**config.mk**
```make
export PLATFORM = sky130hd
export DESIGN_NAME = simd_lane_adder
export DESIGN_NICKNAME = d
export VERILOG_FILES = /design/src/rtl/simd_adder_pkg.sv /design/src/rtl/lane_adder_stage.sv /design/src/rtl/simd_lane_adder.sv
export SDC_FILE = /design/constraint.sdc
export NUM_CORES = 1
export LEC_CHECK = 0
export ABC_CLOCK_PERIOD_IN_PS = 9200
export CAP_MARGIN = 40
export CORE_AREA = 5 5 173 175
export CTS_CLUSTER_DIAMETER = 120
export CTS_CLUSTER_SIZE = 8
export DETAILED_ROUTE_END_ITERATION = 6
export DIE_AREA = 0 0 178 180
export HOLD_SLACK_MARGIN = 0.12
export PLACE_DENSITY = 0.85
export SYNTH_ARGS = -nofsm -noshare
export SYNTH_HDL_FRONTEND = slang
export SYNTH_HIERARCHICAL = 1
export SYNTH_SLANG_ARGS = --single-unit
```
**constraint.sdc**
```tcl
create_clock -name clk -period 9.2 [get_ports clk]
set_input_delay 0.92 -clock clk [delete_from_list [all_inputs] [get_ports clk]]
set_output_delay 0.92 -clock clk [all_outputs]
set_load 0.01 [all_outputs]
```
**src/rtl/simd_adder_pkg.sv**
```systemverilog
// Shared constants and helpers for the SIMD lane adder and its per-lane pipeline stages.
// No logic, so no latency; backpressure lives entirely in the top-level advance signal.
package simd_adder_pkg;

  localparam int unsigned LANE_W_DEF = 8;
  localparam int unsigned LANES_DEF  = 4;

  function automatic int unsigned lane_lsb(input int unsigned lane, input int unsigned lane_w);
    return lane * lane_w;
  endfunction

endpackage

```
**src/rtl/lane_adder_stage.sv**
```systemverilog
// One lane of the SIMD adder: carry-select add of lane LANE plus the stage register for the whole beat.
// Latency 1 cycle; holds all state while en_i is low.
module lane_adder_stage
  import simd_adder_pkg::*;
#(
  parameter  int unsigned LANE_W = LANE_W_DEF,
  parameter  int unsigned LANES  = LANES_DEF,
  parameter  int unsigned LANE   = 0,
  localparam int unsigned W      = LANES * LANE_W
) (
  input  logic             clk,
  input  logic             rst,
  input  logic             en_i,
  input  logic             vld_i,
  input  logic             sub_i,
  input  logic [LANES-2:0] link_i,
  input  logic             cin_i,
  input  logic [W-1:0]     a_i,
  input  logic [W-1:0]     b_i,
  input  logic [W-1:0]     sum_i,
  input  logic [LANES-1:0] co_i,
  output logic             vld_o,
  output logic             sub_o,
  output logic [LANES-2:0] link_o,
  output logic             carry_o,
  output logic [W-1:0]     a_o,
  output logic [W-1:0]     b_o,
  output logic [W-1:0]     sum_o,
  output logic [LANES-1:0] co_o
);

  localparam int unsigned LSB = lane_lsb(LANE, LANE_W);

  logic [LANE_W-1:0] a_l, b_l, s0, s1, lane_sum;
  logic              c0, c1, lane_co;
  logic [W-1:0]      sum_d;
  logic [LANES-1:0]  co_d;

  logic              vld_q, sub_q, carry_q;
  logic [LANES-2:0]  link_q;
  logic [W-1:0]      a_q, b_q, sum_q;
  logic [LANES-1:0]  co_q;

  assign a_l = a_i[LSB +: LANE_W];
  assign b_l = b_i[LSB +: LANE_W] ^ {LANE_W{sub_i}};

  // Both carry-in outcomes are formed up front so the late-arriving carry only drives a mux.
  assign {c0, s0} = {1'b0, a_l} + {1'b0, b_l};
  assign {c1, s1} = {1'b0, a_l} + {1'b0, b_l} + {{LANE_W{1'b0}}, 1'b1};

  assign lane_sum = cin_i ? s1 : s0;
  assign lane_co  = cin_i ? c1 : c0;

  always_comb begin
    sum_d                 = sum_i;
    sum_d[LSB +: LANE_W]  = lane_sum;
    co_d                  = co_i;
    co_d[LANE]            = lane_co;
  end

  // The slots this lane overwrites arrive as don't-care from upstream.
  logic unused_slot;
  assign unused_slot = ^{sum_i[LSB +: LANE_W], co_i[LANE]};

  always_ff @(posedge clk or posedge rst) begin
    if (rst) begin
      vld_q   <= 1'b0;
      sub_q   <= 1'b0;
      link_q  <= '0;
      carry_q <= 1'b0;
      a_q     <= '0;
      b_q     <= '0;
      sum_q   <= '0;
      co_q    <= '0;
    end else if (en_i) begin
      vld_q   <= vld_i;
      sub_q   <= sub_i;
      link_q  <= link_i;
      carry_q <= lane_co;
      a_q     <= a_i;
      b_q     <= b_i;
      sum_q   <= sum_d;
      co_q    <= co_d;
    end
  end

  assign vld_o   = vld_q;
  assign sub_o   = sub_q;
  assign link_o  = link_q;
  assign carry_o = carry_q;
  assign a_o     = a_q;
  assign b_o     = b_q;
  assign sum_o   = sum_q;
  assign co_o    = co_q;

endmodule

```
**src/rtl/simd_lane_adder.sv**
```systemverilog
// LANES x LANE_W SIMD add/subtract with per-boundary carry linking, one lane per pipeline stage.
// Latency LANES cycles, one beat per cycle; whole pipe stalls when the output is held (in_ready = advance).
module simd_lane_adder
  import simd_adder_pkg::*;
#(
  parameter  int unsigned LANE_W = LANE_W_DEF,
  parameter  int unsigned LANES  = LANES_DEF,
  localparam int unsigned W      = LANES * LANE_W
) (
  input  logic             clk,
  input  logic             rst,
  input  logic             in_valid,
  output logic             in_ready,
  input  logic [W-1:0]     a,
  input  logic [W-1:0]     b,
  input  logic             ci,
  input  logic             sub,
  input  logic [LANES-2:0] link,
  output logic             out_valid,
  input  logic             out_ready,
  output logic [W-1:0]     sum,
  output logic [LANES-1:0] co
);

  typedef struct packed {
    logic             vld;
    logic             sub;
    logic [LANES-2:0] link;
    logic             carry;
    logic [W-1:0]     sum;
    logic [LANES-1:0] co;
    logic [W-1:0]     a;
    logic [W-1:0]     b;
  } stage_t;

  stage_t st [LANES];
  logic   advance;

  assign out_valid = st[LANES-1].vld;
  assign sum       = st[LANES-1].sum;
  assign co        = st[LANES-1].co;
  assign advance   = !out_valid || out_ready;
  assign in_ready  = advance && !rst;

  for (genvar k = 0; k < LANES; k++) begin : g_lane
    logic             vld_in, sub_in, cin_in;
    logic [LANES-2:0] link_in;
    logic [W-1:0]     a_in, b_in, sum_in;
    logic [LANES-1:0] co_in;

    logic             vld_w, sub_w, carry_w;
    logic [LANES-2:0] link_w;
    logic [W-1:0]     a_w, b_w, sum_w;
    logic [LANES-1:0] co_w;

    if (k == 0) begin : g_head
      assign vld_in  = in_valid;
      assign sub_in  = sub;
      assign link_in = link;
      assign cin_in  = ci ^ sub;
      assign a_in    = a;
      assign b_in    = b;
      assign sum_in  = '0;
      assign co_in   = '0;
    end else begin : g_body
      // A broken boundary restarts the segment: carry 0 for add, no-borrow (1) for subtract.
      assign vld_in  = st[k-1].vld;
      assign sub_in  = st[k-1].sub;
      assign link_in = st[k-1].link;
      assign cin_in  = st[k-1].link[k-1] ? st[k-1].carry : st[k-1].sub;
      assign a_in    = st[k-1].a;
      assign b_in    = st[k-1].b;
      assign sum_in  = st[k-1].sum;
      assign co_in   = st[k-1].co;
    end

    lane_adder_stage #(
      .LANE_W (LANE_W),
      .LANES  (LANES),
      .LANE   (k)
    ) u_stage (
      .clk     (clk),
      .rst     (rst),
      .en_i    (advance),
      .vld_i   (vld_in),
      .sub_i   (sub_in),
      .link_i  (link_in),
      .cin_i   (cin_in),
      .a_i     (a_in),
      .b_i     (b_in),
      .sum_i   (sum_in),
      .co_i    (co_in),
      .vld_o   (vld_w),
      .sub_o   (sub_w),
      .link_o  (link_w),
      .carry_o (carry_w),
      .a_o     (a_w),
      .b_o     (b_w),
      .sum_o   (sum_w),
      .co_o    (co_w)
    );

    assign st[k] = {vld_w, sub_w, link_w, carry_w, sum_w, co_w, a_w, b_w};
  end

  // The last stage's forwarding fields have no consumer.
  logic unused_tail;
  assign unused_tail = ^{st[LANES-1].sub, st[LANES-1].link, st[LANES-1].carry,
                         st[LANES-1].a, st[LANES-1].b};

endmodule
```
Word-level counts from Yosys, hierarchy flattened
Cells that the tools add are included.

cells by class
  add/subtract/negate cells = 8
  mux-type cells = 11
  bitwise operators = 5
  reductions and logical operators = 4

operator list
  operator             number
  $add 8x8->9          4
  $add 9x1->9 const B  4
  $mux 8               4
  $xor 8x8->8          4
  $mux 1               7
  $logic_not 1->1      2
  $logic_and 1x1->1    1
  $logic_or 1x1->1     1
  $xor 1x1->1          1

storage, ports and cells
  bits in registers = 300
  input port bits = 73
  output and inout port bits = 38
  word-level logic and storage cells = 54

Logic depth before layout (Yosys ltp)
Gate-level depths: netlist of run 1.

  depth after elaboration = 4
  mapped depth = 12
  gate-level depth less buffers = 11

Cells and area by module
Netlist of run 1, hierarchy kept.

by module, submodules not included
  module                                 instances  cells each  area each (µm²)  seq. area each (µm²)
  lane_adder_stage at g_lane[2].u_stage  1          313         4481.8           2627.5
  lane_adder_stage at g_lane[3].u_stage  1          313         4475.5           2627.5
  lane_adder_stage at g_lane[0].u_stage  1          317         4468.0           2627.5
  lane_adder_stage at g_lane[1].u_stage  1          308         4466.8           2627.5
  simd_lane_adder                        1          7           77.6             0.0

Worst setup path after synthesis of run 1
Ideal clock, no wire load.

  kind = input to register
  from = input port sub
  to = register g_lane[0].u_stage.co_q[0]
  library setup time = 82 ps
  arrival time = 4004 ps
  required time = 9118 ps
  path slack = 5114 ps
  cell stages on the path = 12
  path buffers = 1
  path through = clkbuf_1 -> xor2_1 -> ha_1 -> inv_1 -> fa_1 -> inv_1 -> ha_1 -> nand2_1 -> or4_4 -> or4b_4 -> or4b_1 -> a31oi_1

between the ends
  longest elaborated chain between the ends = 4
  elaborated cells on any way between the ends = 5
  classes of those cells = add/sub (2); mux (1); bitwise (2)

ends and longest elaborated chain
  item                  line                                            RTL
  from (decl)           simd_lane_adder.sv:17                           input logic sub,
  $xor 8x8->8           lane_adder_stage.sv:45                          assign b_l = b_i[LSB +: LANE_W] ^ {LANE_W{sub_i}};
  $add 8x8->9           lane_adder_stage.sv:48, lane_adder_stage.sv:49
  $add 9x1->9           lane_adder_stage.sv:49                          assign {c1, s1} = {1'b0, a_l} + {1'b0, b_l} + {{LANE_W{1'b0}}, 1'b1};
  $mux 1 (*)            lane_adder_stage.sv:52                          assign lane_co = cin_i ? c1 : c0;
  to (signal assigned)  lane_adder_stage.sv:83                          co_q <= co_d;
  to (decl)             lane_adder_stage.sv:42                          logic [LANES-1:0] co_q;

Mark *: on every way between the ends. The rest lies on a longest branch, timed or not.
A chain may end at the register's enable or synchronous reset.

Worst setup path in the final report of run 1
Same ends and word-level chain as after synthesis.

==> results of run 1 <==
-- power by group --
part / switching [W] / internal [W]
combinational: 0.00125 / 0.00129
clock: 0.000356 / 0.000360
sequential: 0.000240 / 0.00126
-- metal layers --
layer	share of wire	global-route usage	wire, um	up-vias
li1	-	-	-	3019
met1	0.45	0.170	9190	3078
met2	0.50	0.226	10100	111
met3	0.036	0.0330	726	18
met4	0.015	0.0396	303	0
met5	0	0	0	-
-- area by class of cell --
cell class | instances | area, um2 | area share
Tap cell | 384 | 480 | 0.0403
Multi-Input combinational cell | 528 | 4600 | 0.385
Clock inverter | 13 | 125 | 0.0105
Inverter | 28 | 105 | 0.00881
Timing Repair Buffer | 119 | 1210 | 0.101
Sequential cell | 199 | 4980 | 0.417
Clock buffer | 19 | 433 | 0.0363
-- state kept, by name, summed over array words and instances, names as in the netlist --
register and flops:
g_lane.u_stage/sub_o 3, g_lane.u_stage/carry_o 1, g_lane.u_stage/vld_o 4, g_lane.u_stage/sum_o 80, g_lane.u_stage/b_o 48, g_lane.u_stage/co_o 9, g_lane.u_stage/a_o 48, g_lane.u_stage/link_o 6
-- how the worst max path moves through the flow --
stage,cells past startpoint,slack (ns),from,end
2_1_floorplan,12,5.11,sub,g_lane[0].u_stage/co_o[0]
3_3_place_gp,12,4.53,sub,g_lane[0].u_stage/co_o[0]
3_5_place_dp,12,4.42,sub,g_lane[0].u_stage/co_o[0]
4_1_cts,12,4.87,sub,g_lane[0].u_stage/co_o[0]
5_1_grt,12,4.72,sub,g_lane[0].u_stage/co_o[0]
6_report,12,4.90,sub,g_lane[0].u_stage/co_o[0]
-- per-stage QoR --
step                      power [W]  cell area, um2  hold slack, ns  setup slack (ns)  instances
after floorplan             0.00344            9900           0.453              5.11        803
after global placement      0.00395           11300           0.486              4.53       1256
after detailed placement    0.00405           11400           0.491              4.42       1258
after CTS                   0.00481           11900           0.506              4.87       1290
after global routing        0.00516           11900           0.513              4.72       1290
final                       0.00476           11900           0.501              4.90       1290
-- critical path, cell delays in order --
cell	delay (ns)
clkdlybuf4s50_1	0.82
xor2_1	0.21
ha_1	0.23
inv_1	0.08
fa_1	0.47
inv_1	0.08
ha_1	0.14
nand2_1	0.08
or4_4	0.45
or4b_4	0.51
or4b_1	0.51
a31oi_1	0.17
==> metrics, run 1 <==
outcome complete, no violations; NumNets Final a little over 1000; hold-critical path endpoint g_lane[3].u_stage/sum_o[3]; Pwr per Cell Area around 400 mW/mm2; die height ~180 um; vias per std cell ~4.8; Remaining DRCs 0; Final Setup Violations 0; initial antenna violation count 0; fin util 0.421; min-delay src g_lane[2].u_stage/sum_o[3]; Least-Margin Pin Slew 0.773 ns; starting density of the core 0.350; LEAKAGE 4.99 nW; 1st-iter DRT viols between 300 and 400; crit path max fanout 10; Reg2Reg Setup Slack roughly 6 ns; largest net degree at the start of global routing 66; Worst Path Required ~9.6 ns; gpl congestion between 0.7 and 0.8; Clock Latency Late Sink between 0.4 and 0.5 ns; share of cells above drive strength 1 0.263; core box area around 0.028 mm2; clock buffer count from CTS 17; Final Max Slew Viols 0; RR Startpoint g_lane[1].u_stage/sub_o; post-layout minimum cycle time 4.30 ns; Post-CTS Setup Bufs 0; Post-CTS Resized 0; Tcrit/Tclk final 0.468; via count between 6000 and 7000; Worst setup EP type flop; CP arrival about 4.7 ns; Min-Delay Path Class reg -> reg; post-synthesis net count roughly 920; Final Skew 0.0142 ns; H-tree Lvls 4; DP HPWL between 10000 and 15000 um; Post-DRT Antenna Nets 0; final count of hold timing violations 0; clock slew at reported path FFs 0.08 ns; root buffer cell clkbuf_16; most frequent cells in the layout 199 x dfrtp_1, 166 x mux2_2, 110 x clkdlybuf4s50_1, 49 x nor2_1, 48 x xor2_1; vias in the first global route between 6000 and 7000; CTS Hold Bufs 0; Reg-to-Reg End g_lane[2].u_stage/co_o[2]; CP Class in -> reg; diode count 0; Synth Instances between 800 and 900; fillers between 2000 and 3000; Clock Path Buffers 2; maximum vdd drop 0.179 mV; hold depth 1; I/O pins 111; Site Rows 62; Max-slew headroom 0.485; Worst Reg-to-Reg Cells 11; Avg Cell Area, Syn 12.3 um2; Syn Std Cell Area 0.00990 mm2; first-pass GRT wire length ~34000 um; GR Util All Layers 0.134; Fin Setup TNS 0 ns; Setup crit start kind input port; total wire length 20300 um; Pre-Repair DR Iteration Count 5; CTS tree built; most frequent standard cell in the layout excluding fill and tap cells dfrtp_1; die width about 180 um; highest clock rate roughly 230 MHz; max cap viols 0; Syn-to-layout area delta 20.5%; mean routed wirelength per cell 15.7 um; CTS Sinks 199; RSZ-0062 raised after global routing false; Die Area 0.0320 mm2; Synth warnings 6; port bufs between 100 and 150; grt total ovfl 0
No activity file was read; power rests on OpenSTA's default activity.
==> run 2: changes to the inputs <==
ABC_CLOCK_PERIOD_IN_PS = 3700   (was 9200)
CORE_AREA = 5 5 186 188   (was 5 5 173 175)
DIE_AREA = 0 0 191 193   (was 0 0 178 180)
PLACE_DENSITY = 0.78   (was 0.85)
clock period = 3.7 ns   (was 9.2 ns; I/O delays follow)
==> run 2 against run 1 <==
  * First-iteration DRC count fell by 35%
  * Combinational power increased by 150%
  * Cell count rose by 5.5%
  * Register-to-register slack worse by 5.3 ns
  * Clock skew is 0.0023 ns lower
  * Hold slack got worse by 0.035 ns
  * Count of clock-buffer cells in the layout down 2
  * Total power increased by 150%
  * Via count about the same
  * Sequential power grew 150%
==> metrics, run 2 (synthesis gave the netlist of run 1 again) <==
outcome complete, no violations (unchanged); port bufs 110 (unchanged); Tcrit/Tclk final 0.895; fin util 0.367 (was 0.421); largest net degree at the start of global routing 142 (was 66); largest stage delay on the critical path 0.54 ns (was 0.82 ns); GR Util All Layers 0.112 (was 0.134); grt total ovfl 0 (unchanged); H-tree Lvls 4 (unchanged); CTS tree built (unchanged); CTS Sinks 199 (unchanged); vias per std cell 4.58 (was 4.83); crit path max fanout 4 (was 10); post-place setup slack -0.0818 ns (was 4.42 ns); via count 6232 (was 6226); Clock Path Buffers 2 (unchanged); root buffer cell clkbuf_16 (unchanged); total wire length 19900 um (was 20300 um); NumNets Final 1013 (was 1006); Critical Path, Cell by Cell clkdlybuf4s50_1, xor2_1, ha_1, inv_1, fa_1, inv_1, ha_1, nand2_1, or4_4, or4b_4, or4b_1, a31oi_1 (unchanged); initial antenna violation count 3 (was 0); die height 193 um (was 180 um); first-pass GRT wire length 33300 um (was 34400 um); Final Skew 0.0119 ns (was 0.0142 ns); I/O pins 111 (unchanged); Post-DRT Antenna Nets 0 (unchanged); Pwr per Cell Area 981 mW/mm2 (was 399 mW/mm2); Remaining DRCs 0 (unchanged); most frequent cells in the layout 199 x dfrtp_1, 166 x mux2_2, 110 x clkdlybuf4s50_1, 49 x nor2_1, 48 x xor2_1 (unchanged); starting density of the core 0.301 (was 0.350); fillers 3149 (was 2638); max reg flops 80 (unchanged); Post-CTS Setup Bufs 0 (unchanged); most frequent standard cell in the layout excluding fill and tap cells dfrtp_1 (unchanged); worst setup margin 0.389 ns (was 4.90 ns); CP arrival 3.67 ns (was 4.67 ns); Setup crit start kind input port (unchanged); slowest CP cell clkdlybuf4s50_1 (unchanged); Worst Path Required 4.06 ns (was 9.57 ns); share of cells above drive strength 1 0.271 (was 0.263); Site Rows 67 (was 62); Placed Area 0.0115 mm2 (was 0.0114 mm2); RSZ-0062 raised after global routing false (unchanged); Pre-Repair DR Iteration Count 6 (was 5); post-layout minimum cycle time 3.31 ns; Min-Delay Path Class in -> async (was reg -> reg); Syn-to-layout area delta 22.1% (was 20.5%); clock slew at reported path FFs 0.08 ns (about the same); 1st-iter DRT viols 209 (was 323); gpl congestion 0.853 (was 0.798); diode count 0 (unchanged); mean routed wirelength per cell 14.6 um (was 15.7 um); Final Setup Violations 0 (unchanged); Post-Layout Inst Area 0.0121 mm2 (was 0.0119 mm2); Post-CTS Resized 0 (unchanged); Max-slew headroom 0.470 (was 0.485); Final Max Slew Viols 0 (unchanged); final count of hold timing violations 0 (unchanged); max cap viols 0 (unchanged); Worst setup EP type flop (unchanged); Clock Latency Late Sink 0.44 ns (about the same); CTS Hold Bufs 0 (unchanged); LEAKAGE 5.02 nW (was 4.99 nW); CP Class in -> reg (unchanged); vias in the first global route 6446 (was 6636); clock buffer count from CTS 17 (unchanged); die width 191 um (was 178 um); core box area 0.0329 mm2 (was 0.0283 mm2); Least-Margin Pin Slew 0.790 ns (was 0.773 ns); highest clock rate 302 MHz; DP HPWL 14900 um (was 14400 um); Die Area 0.0369 mm2 (was 0.0320 mm2); maximum vdd drop 0.569 mV (was 0.179 mV)
-- run 2: worst max-delay path, delay by kind of cell --
kind,cells,cell delay [ns]
simple gates,4,1.51
xor+xnor,1,0.17
buf+inv,3,0.67
compound gates,1,0.18
fa+ha+maj,3,0.79
-- run 2: routing by layer --
layer  vias to the layer above  wire length [um]  GRT usage  share of wire
li1                       3044                 -          -              -
met2                        94              9720      0.192           0.49
met1                      3066              9050      0.142           0.45
met5                         -                34          0         0.0017
met3                        22               866     0.0293          0.043
met4                         6               247     0.0307          0.012
-- run 2: worst paths after layout --
kind                       slack [ns]                     from                         end  depth (start not counted)
min in group clk                 0.50  g_lane[0].u_stage/vld_o     g_lane[1].u_stage/vld_o                          1
hold / removal                   0.47                      rst  g_lane[2].u_stage/sum_o[4]                          2
setup reg to reg                 0.52  g_lane[2].u_stage/sub_o   g_lane[3].u_stage/carry_o                         11
setup / recovery                 0.39                      sub   g_lane[0].u_stage/co_o[0]                         12
max in group asynchronous        2.42                      rst  g_lane[1].u_stage/sum_o[2]                          3
hold reg to reg                  0.50  g_lane[0].u_stage/vld_o     g_lane[1].u_stage/vld_o                          1
-- run 2: layout make-up --
class / count / area (um2) / area share
Inverter: 28 / 105 / 0.00869
Clock inverter: 15 / 161 / 0.0133
Multi-Input combinational cell: 528 / 4600 / 0.380
Timing Repair Buffer: 126 / 1260 / 0.104
Sequential cell: 199 / 4980 / 0.412
Tap cell: 448 / 561 / 0.0464
Clock buffer: 17 / 425 / 0.0352
-- run 2: where the power goes --
part           total (W)  leakage [nW]  switching (W)  internal (W)
Combinational    0.00630          2.44        0.00308       0.00322
Clock            0.00185         0.277       0.000891      0.000958
Sequential       0.00370          2.30       0.000562       0.00314
Total             0.0119          5.02        0.00454       0.00732
-- run 2: through the flow --
| step | std cells | setup TNS, ns | power (W) | hold WS [ns] |
|---|---|---|---|---|
| after global placement | 1328 | -0.00854 | 0.00986 | 0.485 |
| after floorplan | 803 | 0 | 0.00855 | 0.453 |
| after global routing | 1361 | 0 | 0.0129 | 0.517 |
| after CTS | 1361 | 0 | 0.0120 | 0.486 |
| final | 1361 | 0 | 0.0119 | 0.467 |
| after detailed placement | 1329 | -0.0818 | 0.0101 | 0.490 |
